**src/rtl/fa_pkg.sv**
```systemverilog
// Shared constants and elaboration helpers for the pipelined add/subtract unit.
package fa_pkg;

  localparam logic MODE_ADD = 1'b0;
  localparam logic MODE_SUB = 1'b1;

  // Legal when STAGES splits WIDTH into equal, non-empty chunks.
  function automatic bit stages_ok(input int unsigned width, input int unsigned stages);
    return (stages >= 1) && (stages <= width) && ((width % stages) == 0);
  endfunction

endpackage

```
**src/rtl/fa.sv**
```systemverilog
// Single-bit full adder cell.
module fa (
  input  logic a_i,
  input  logic b_i,
  input  logic ci_i,
  output logic s_o,
  output logic co_o
);

  assign s_o  = a_i ^ b_i ^ ci_i;
  assign co_o = (a_i & b_i) | (ci_i & (a_i ^ b_i));

endmodule

```
**src/rtl/fa_chunk.sv**
```systemverilog
// Combinational CHUNK-bit ripple adder; also exposes the carry into its MSB for overflow.
module fa_chunk #(
  parameter int unsigned CHUNK = 4
) (
  input  logic [CHUNK-1:0] a_i,
  input  logic [CHUNK-1:0] b_i,
  input  logic             ci_i,
  output logic [CHUNK-1:0] s_o,
  output logic             co_o,
  output logic             c_msb_o
);

  logic [CHUNK:0] carry;

  assign carry[0] = ci_i;

  for (genvar i = 0; i < CHUNK; i++) begin : g_bit
    fa u_fa (
      .a_i  (a_i[i]),
      .b_i  (b_i[i]),
      .ci_i (carry[i]),
      .s_o  (s_o[i]),
      .co_o (carry[i+1])
    );
  end

  assign co_o    = carry[CHUNK];
  assign c_msb_o = carry[CHUNK-1];

endmodule

```
**src/rtl/fa_pipe_addsub.sv**
```systemverilog
// Pipelined add/subtract: the carry chain is cut into STAGES registered chunks with a
// valid/ready handshake between stages; stalls collapse bubbles, no skid buffering.
module fa_pipe_addsub
  import fa_pkg::*;
#(
  parameter int unsigned WIDTH  = 16,
  parameter int unsigned STAGES = 4
) (
  input  logic             clk,
  input  logic             rst_n,
  input  logic             in_valid,
  output logic             in_ready,
  input  logic [WIDTH-1:0] a,
  input  logic [WIDTH-1:0] b,
  input  logic             ci,
  input  logic             sub,
  output logic             out_valid,
  input  logic             out_ready,
  output logic [WIDTH-1:0] s,
  output logic             co,
  output logic             ovf
);

  localparam int unsigned CHUNK = WIDTH / STAGES;

  if (!stages_ok(WIDTH, STAGES)) begin : g_bad_params
    $error("fa_pipe_addsub: STAGES must divide WIDTH and lie in 1..WIDTH");
  end

  // Per-stage registers: x holds resolved sum bits below the chunk and raw a bits above it.
  logic             vld_q [STAGES];
  logic [WIDTH-1:0] x_q   [STAGES];
  logic [WIDTH-1:0] bn_q  [STAGES];
  logic             c_q   [STAGES];
  logic             ovf_q;

  logic [WIDTH-1:0] x_in  [STAGES];
  logic [WIDTH-1:0] bn_in [STAGES];
  logic             cin   [STAGES];
  logic             vin   [STAGES];
  logic [WIDTH-1:0] x_d   [STAGES];
  logic [CHUNK-1:0] sum_c [STAGES];
  logic             co_c  [STAGES];
  logic             c_msb [STAGES];
  logic             rdy   [STAGES+1];

  logic [WIDTH-1:0] b_eff;
  logic             c_eff;

  // Mode is folded in here so every later stage is a plain adder.
  always_comb begin
    b_eff = b;
    c_eff = ci;
    unique case (sub)
      MODE_ADD: begin
        b_eff = b;
        c_eff = ci;
      end
      MODE_SUB: begin
        b_eff = ~b;
        c_eff = ~ci;
      end
    endcase
  end

  always_comb begin
    x_in[0]  = a;
    bn_in[0] = b_eff;
    cin[0]   = c_eff;
    vin[0]   = in_valid;
    for (int k = 1; k < STAGES; k++) begin
      x_in[k]  = x_q[k-1];
      bn_in[k] = bn_q[k-1];
      cin[k]   = c_q[k-1];
      vin[k]   = vld_q[k-1];
    end
  end

  for (genvar k = 0; k < STAGES; k++) begin : g_stage
    fa_chunk #(
      .CHUNK (CHUNK)
    ) u_chunk (
      .a_i     (x_in[k][k*CHUNK +: CHUNK]),
      .b_i     (bn_in[k][k*CHUNK +: CHUNK]),
      .ci_i    (cin[k]),
      .s_o     (sum_c[k]),
      .co_o    (co_c[k]),
      .c_msb_o (c_msb[k])
    );
  end

  always_comb begin
    for (int k = 0; k < STAGES; k++) begin
      x_d[k] = x_in[k];
      x_d[k][k*CHUNK +: CHUNK] = sum_c[k];
    end
  end

  // rdy[k] is the advance condition of stage k; an empty stage always accepts.
  always_comb begin
    rdy[STAGES] = out_ready;
    for (int k = STAGES - 1; k >= 0; k--) begin
      rdy[k] = !vld_q[k] || rdy[k+1];
    end
  end

  always_ff @(posedge clk or negedge rst_n) begin
    if (!rst_n) begin
      for (int k = 0; k < STAGES; k++) begin
        vld_q[k] <= 1'b0;
        x_q[k]   <= '0;
        bn_q[k]  <= '0;
        c_q[k]   <= 1'b0;
      end
      ovf_q <= 1'b0;
    end else begin
      for (int k = 0; k < STAGES; k++) begin
        if (rdy[k]) begin
          vld_q[k] <= vin[k];
          if (vin[k]) begin
            x_q[k]  <= x_d[k];
            bn_q[k] <= bn_in[k];
            c_q[k]  <= co_c[k];
          end
        end
      end
      if (rdy[STAGES-1] && vin[STAGES-1]) begin
        ovf_q <= co_c[STAGES-1] ^ c_msb[STAGES-1];
      end
    end
  end

  assign in_ready  = rdy[0];
  assign out_valid = vld_q[STAGES-1];
  assign s         = x_q[STAGES-1];
  assign co        = c_q[STAGES-1];
  assign ovf       = ovf_q;

endmodule
```
**config.mk**
```make
export PLATFORM = sky130hd
export DESIGN_NAME = fa_pipe_addsub
export DESIGN_NICKNAME = d
export VERILOG_FILES = /design/src/rtl/fa_pkg.sv /design/src/rtl/fa.sv /design/src/rtl/fa_chunk.sv /design/src/rtl/fa_pipe_addsub.sv
export SDC_FILE = /design/constraint.sdc
export NUM_CORES = 1
export LEC_CHECK = 0
export ABC_AREA = 1
export CORE_UTILIZATION = 50
export CTS_CLUSTER_DIAMETER = 150
export CTS_CLUSTER_SIZE = 16
export DETAILED_ROUTE_END_ITERATION = 7
export PLACE_DENSITY = 0.77
export SKIP_CTS_REPAIR_TIMING = 1
export SLEW_MARGIN = 20
export SYNTH_ARGS = -nofsm -noshare
export SYNTH_HDL_FRONTEND = slang
export SYNTH_SLANG_ARGS = --single-unit
```
**constraint.sdc**
```tcl
create_clock -name clk -period 6.05 [get_ports clk]
set_clock_uncertainty 0.15 [all_clocks]
set_input_delay 1.21 -clock clk [delete_from_list [all_inputs] [get_ports clk]]
set_output_delay 1.21 -clock clk [all_outputs]
set_load 0.03 [all_outputs]
```
==> flow_results.org <==
** Worst setup path
- Chain of cells forming the critical path :: clkdlybuf4s50_1 > nor2_4 > nand4_2 > buf_4 > clkdlybuf4s50_1
- The critical path in this run is classified as in2out.
- STA classifies the critical path endpoint as an output pin.
- At the worst endpoint, the required time is 4690 ps.
- For this run, the slowest stage of the critical path takes 740 ps.
- Cell repeated most along the worst path :: sky130_fd_sc_hd__clkdlybuf4s50_1
- Kind of start point of the critical path :: primary input
- Highest-delay cell along the critical path :: sky130_fd_sc_hd__clkdlybuf4s50_1
- Critical path fanouts, max :: 32
- Data on the critical path arrives at its endpoint at 2930 ps.

** Cells and area
- Combined area of the multi-input logic cells :: 0.00161 mm2
- Non-Filler Cell Area, Final :: 0.00515 mm2
- Area growth, synth to finish :: 18.2%
- Number of fill cells :: 700
- In the layout the commonest cells are sky130_fd_sc_hd__nand2_1, sky130_fd_sc_hd__dfrtp_1, sky130_fd_sc_hd__nand3_1.
- Across the whole layout, storage elements account for 0.00243 mm2.
- Fraction of layout cells with a size suffix above 1 :: 0.0536
- Excluding fillers, the count of instances in the completed layout stands at 609.
- The net count of the finished layout is 554.
- The library cell used most frequently in the layout, excluding fill and tap cells, is sky130_fd_sc_hd__nand2_1.
- The number of antenna diodes in the final layout is 0.

** Yosys
- Synthesized net count :: 510
- Number of instances in the synthesized netlist :: 456
- Seq cells post-synth :: 97
- Of the total synthesized cell area, the portion taken by XOR and XNOR cells is 0.0362.
- Post-Synthesis Cell Area :: 0.00436 mm2
- Combinational family with the most area after synthesis :: simple AND/OR/NAND/NOR gates
- Fraction of the mapped netlist area in adder cells :: 0.0735
- For this run, the register share of the synthesized area comes to 0.557.
- Compound-gate portion of the synthesized area :: 0.0368
- In this run the mean area of a mapped cell was 9.55 um2.
- Of the total synthesized cell area, the portion taken by AND, OR, NAND and NOR gates is 0.223.
- Synth cell types :: 23
- During synthesis, Yosys emitted a total of 0 warnings.
- Share of cell area taken by muxes after synthesis :: 0

** Hold path
- The tightest min-delay check is of the reg2reg type.

** Global route
- Maximum number of pins on one net before global-route repair :: 77
- Vias in the first global route :: 2,828
- The initial antenna violation count is 0.
- The first global-routing pass estimated 13,100 um of wire.
- Grt ovf :: 0
- Across every metal layer, demand over resource in global routing totals 0.188.

** Clock tree
- The clock reaches the later pin of the worst-skew pair after 350 ps.
- The H-tree generated during clock tree synthesis spans 3 levels.
- Clock root cell :: sky130_fd_sc_hd__clkbuf_8
- Clock sink total :: 97
- After clock tree synthesis, the clock-pin slew on the worst setup and hold paths is 80 ps.
- TritonCTS built the clock tree.
- In this run the deepest clock path goes through 2 buffers.
- Counting the buffers created by CTS gives 9.

** STA
- At the pin with the least slew margin, the transition time is 987 ps.
- RSZ-0062 raised after global routing :: false
- Static timing analysis puts the maximum clock frequency at 0.233 GHz.
- Hold Fails Final Rpt :: 0
- Tightest hold margin :: 327 ps
- Setup violations remaining at the end of the flow were counted as 0.
- Final clock period utilization by the worst path :: 0.709
- Final-report max-slew violation count :: 0
- In this run the tightest slew margin relative to its limit is 0.340.
- Summed over all failing endpoints, the final setup total negative slack is 0 ps.
- Final Critical Period :: 4290 ps

** Detailed routing
- Via count of the routed design :: 3,027
- In this run the remaining antenna-violating nets after routing total 0.
- Dividing the detail-routed wire length by the instance count gives 12.3 um.
- The first detailed-routing pass ran for 4 iterations.
- Average via count per standard cell :: 4.97
- First-iteration detailed-routing DRC count :: 152
- For this run, design rule violations remaining after detail routing come to 0.
- Total detailed-routing wirelength :: 7520 um

** Run status
- Status :: completed

** Floorplan
- Measured along the x axis, the die boundary spans 95.3 um.
- 58 I/O pins were placed.
- The floorplan step defined a die boundary enclosing 0.00909 mm2.
- In this run the standard cell core region covers 0.00834 mm2.
- In this run the core area contains 33 standard-cell rows.
- Vertical die dimension :: 95.3 um
- Effective utilization at floorplan :: 0.522

** Pwr
- Cell area power density :: 459 mW/mm2
- Worst vdd rail ir drop :: 0.167 mV
- Overall power consumption :: 2.36 mW
- Static leakage :: 2.59 nW

** Run
- Number of maximum-capacitance violations :: 0

** Place
- In this run, placement finished with an instance count of 594.
- GP Congestion :: 0.749
- In this run the cell area measured after placement is 0.00491 mm2.
- Detailed placement finished with a half-perimeter wire length of 5210 um.
- The count of buffers added on input and output ports is 57.
-- critical path, delay by kind of cell --
kind,cells,cell delay (ps)
buf+inv,3,1560
simple gates,2,150
-- synthesized netlist by cell type --
| master | instances | area, um2 |
|---|---|---|
| sky130_fd_sc_hd__fa_1 | 16 | 320 |
| sky130_fd_sc_hd__nor2_4 | 1 | 11.3 |
| sky130_fd_sc_hd__inv_2 | 1 | 3.75 |
| sky130_fd_sc_hd__inv_1 | 38 | 143 |
| sky130_fd_sc_hd__clkbuf_1 | 4 | 15.0 |
| sky130_fd_sc_hd__o21ai_1 | 4 | 20.0 |
| sky130_fd_sc_hd__buf_4 | 5 | 37.5 |
| sky130_fd_sc_hd__xor2_1 | 14 | 123 |
| sky130_fd_sc_hd__a21oi_1 | 13 | 65.1 |
| sky130_fd_sc_hd__nand2_2 | 3 | 18.8 |
| sky130_fd_sc_hd__buf_1 | 2 | 7.51 |
| sky130_fd_sc_hd__buf_2 | 10 | 50.1 |
| sky130_fd_sc_hd__nand4_2 | 1 | 12.5 |
| sky130_fd_sc_hd__xnor2_1 | 4 | 35.0 |
| sky130_fd_sc_hd__dfrtp_1 | 97 | 2430 |
| sky130_fd_sc_hd__nand3_4 | 1 | 17.5 |
| sky130_fd_sc_hd__nand2_1 | 146 | 548 |
| sky130_fd_sc_hd__o21ai_0 | 15 | 75.1 |
| sky130_fd_sc_hd__nor2_1 | 13 | 48.8 |
| sky130_fd_sc_hd__buf_6 | 5 | 56.3 |
| sky130_fd_sc_hd__nand2_4 | 1 | 11.3 |
| sky130_fd_sc_hd__clkbuf_2 | 1 | 5.00 |
| sky130_fd_sc_hd__nand3_1 | 61 | 305 |
-- path summary, 6_finish.rpt --
| kind | cells after the start | slack (ps) | end | from |
|---|---|---|---|---|
| max | 5 | 1760 | in_ready | out_ready |
| min | 2 | 330 | s[10] | s[10] |
| max reg2reg | 8 | 3530 | s[15] | x_in[12] |
| min reg2reg | 2 | 330 | s[10] | s[10] |
| max in group asynchronous | 2 | 4000 | x_d[7] | rst_n |
| min in group asynchronous | 1 | 570 | x_d[10] | rst_n |
-- per-layer routing --
layer / track usage / share of wire / up-vias
li1: - / - / 1502
met1: 0.277 / 0.49 / 1431
met2: 0.282 / 0.46 / 85
met3: 0.0271 / 0.040 / 9
met4: 0.0720 / 0.016 / 0
met5: 0 / 0 / -
-- through the flow --
| step | util | worst slack [ps] |
|---|---|---|
| 3_5_place_dp | 0.588 | 1760 |
| 2_1_floorplan | - | 2360 |
| 6_report | 0.617 | 1760 |
| 4_1_cts | 0.617 | 1750 |
| 3_3_place_gp | 0.588 | 1770 |
| 5_1_grt | 0.617 | 1680 |
-- report_power, final --
group	switching (mW)	internal [mW]	total, mW
sequential	0.141	0.883	1.02
clock	0.213	0.284	0.497
combinational	0.509	0.333	0.842
total	0.863	1.50	2.36
-- sequential cells by signal, indices dropped and copies added, names as in the netlist --
| signal | count |
|---|---|
| x_d | 36 |
| bn_in | 24 |
| s | 16 |
| x_in | 12 |
| c_q | 3 |
| vin | 3 |
| co | 1 |
| out_valid | 1 |
| ovf | 1 |
-- cell families (layout without fill, tap and decap cells) --
family,after synthesis,in the layout
AND/OR/NAND/NOR,227,227
buffers and inverters,66,114
flip-flops,97,97
XOR/XNOR,18,18
AO/OA/AOI/OAI,32,32
adder cells (fa/ha/maj),16,16
-- final cells by class --
cell class              instances  area share
flip-flops and latches         97       0.471
multi-input cells             293       0.313
repair buffers                 60       0.115
inverters                      39      0.0284
clock buffers                  10      0.0267
well taps                     105      0.0255
clock inverters                 5      0.0202
(Power assumes the default switching activity.)
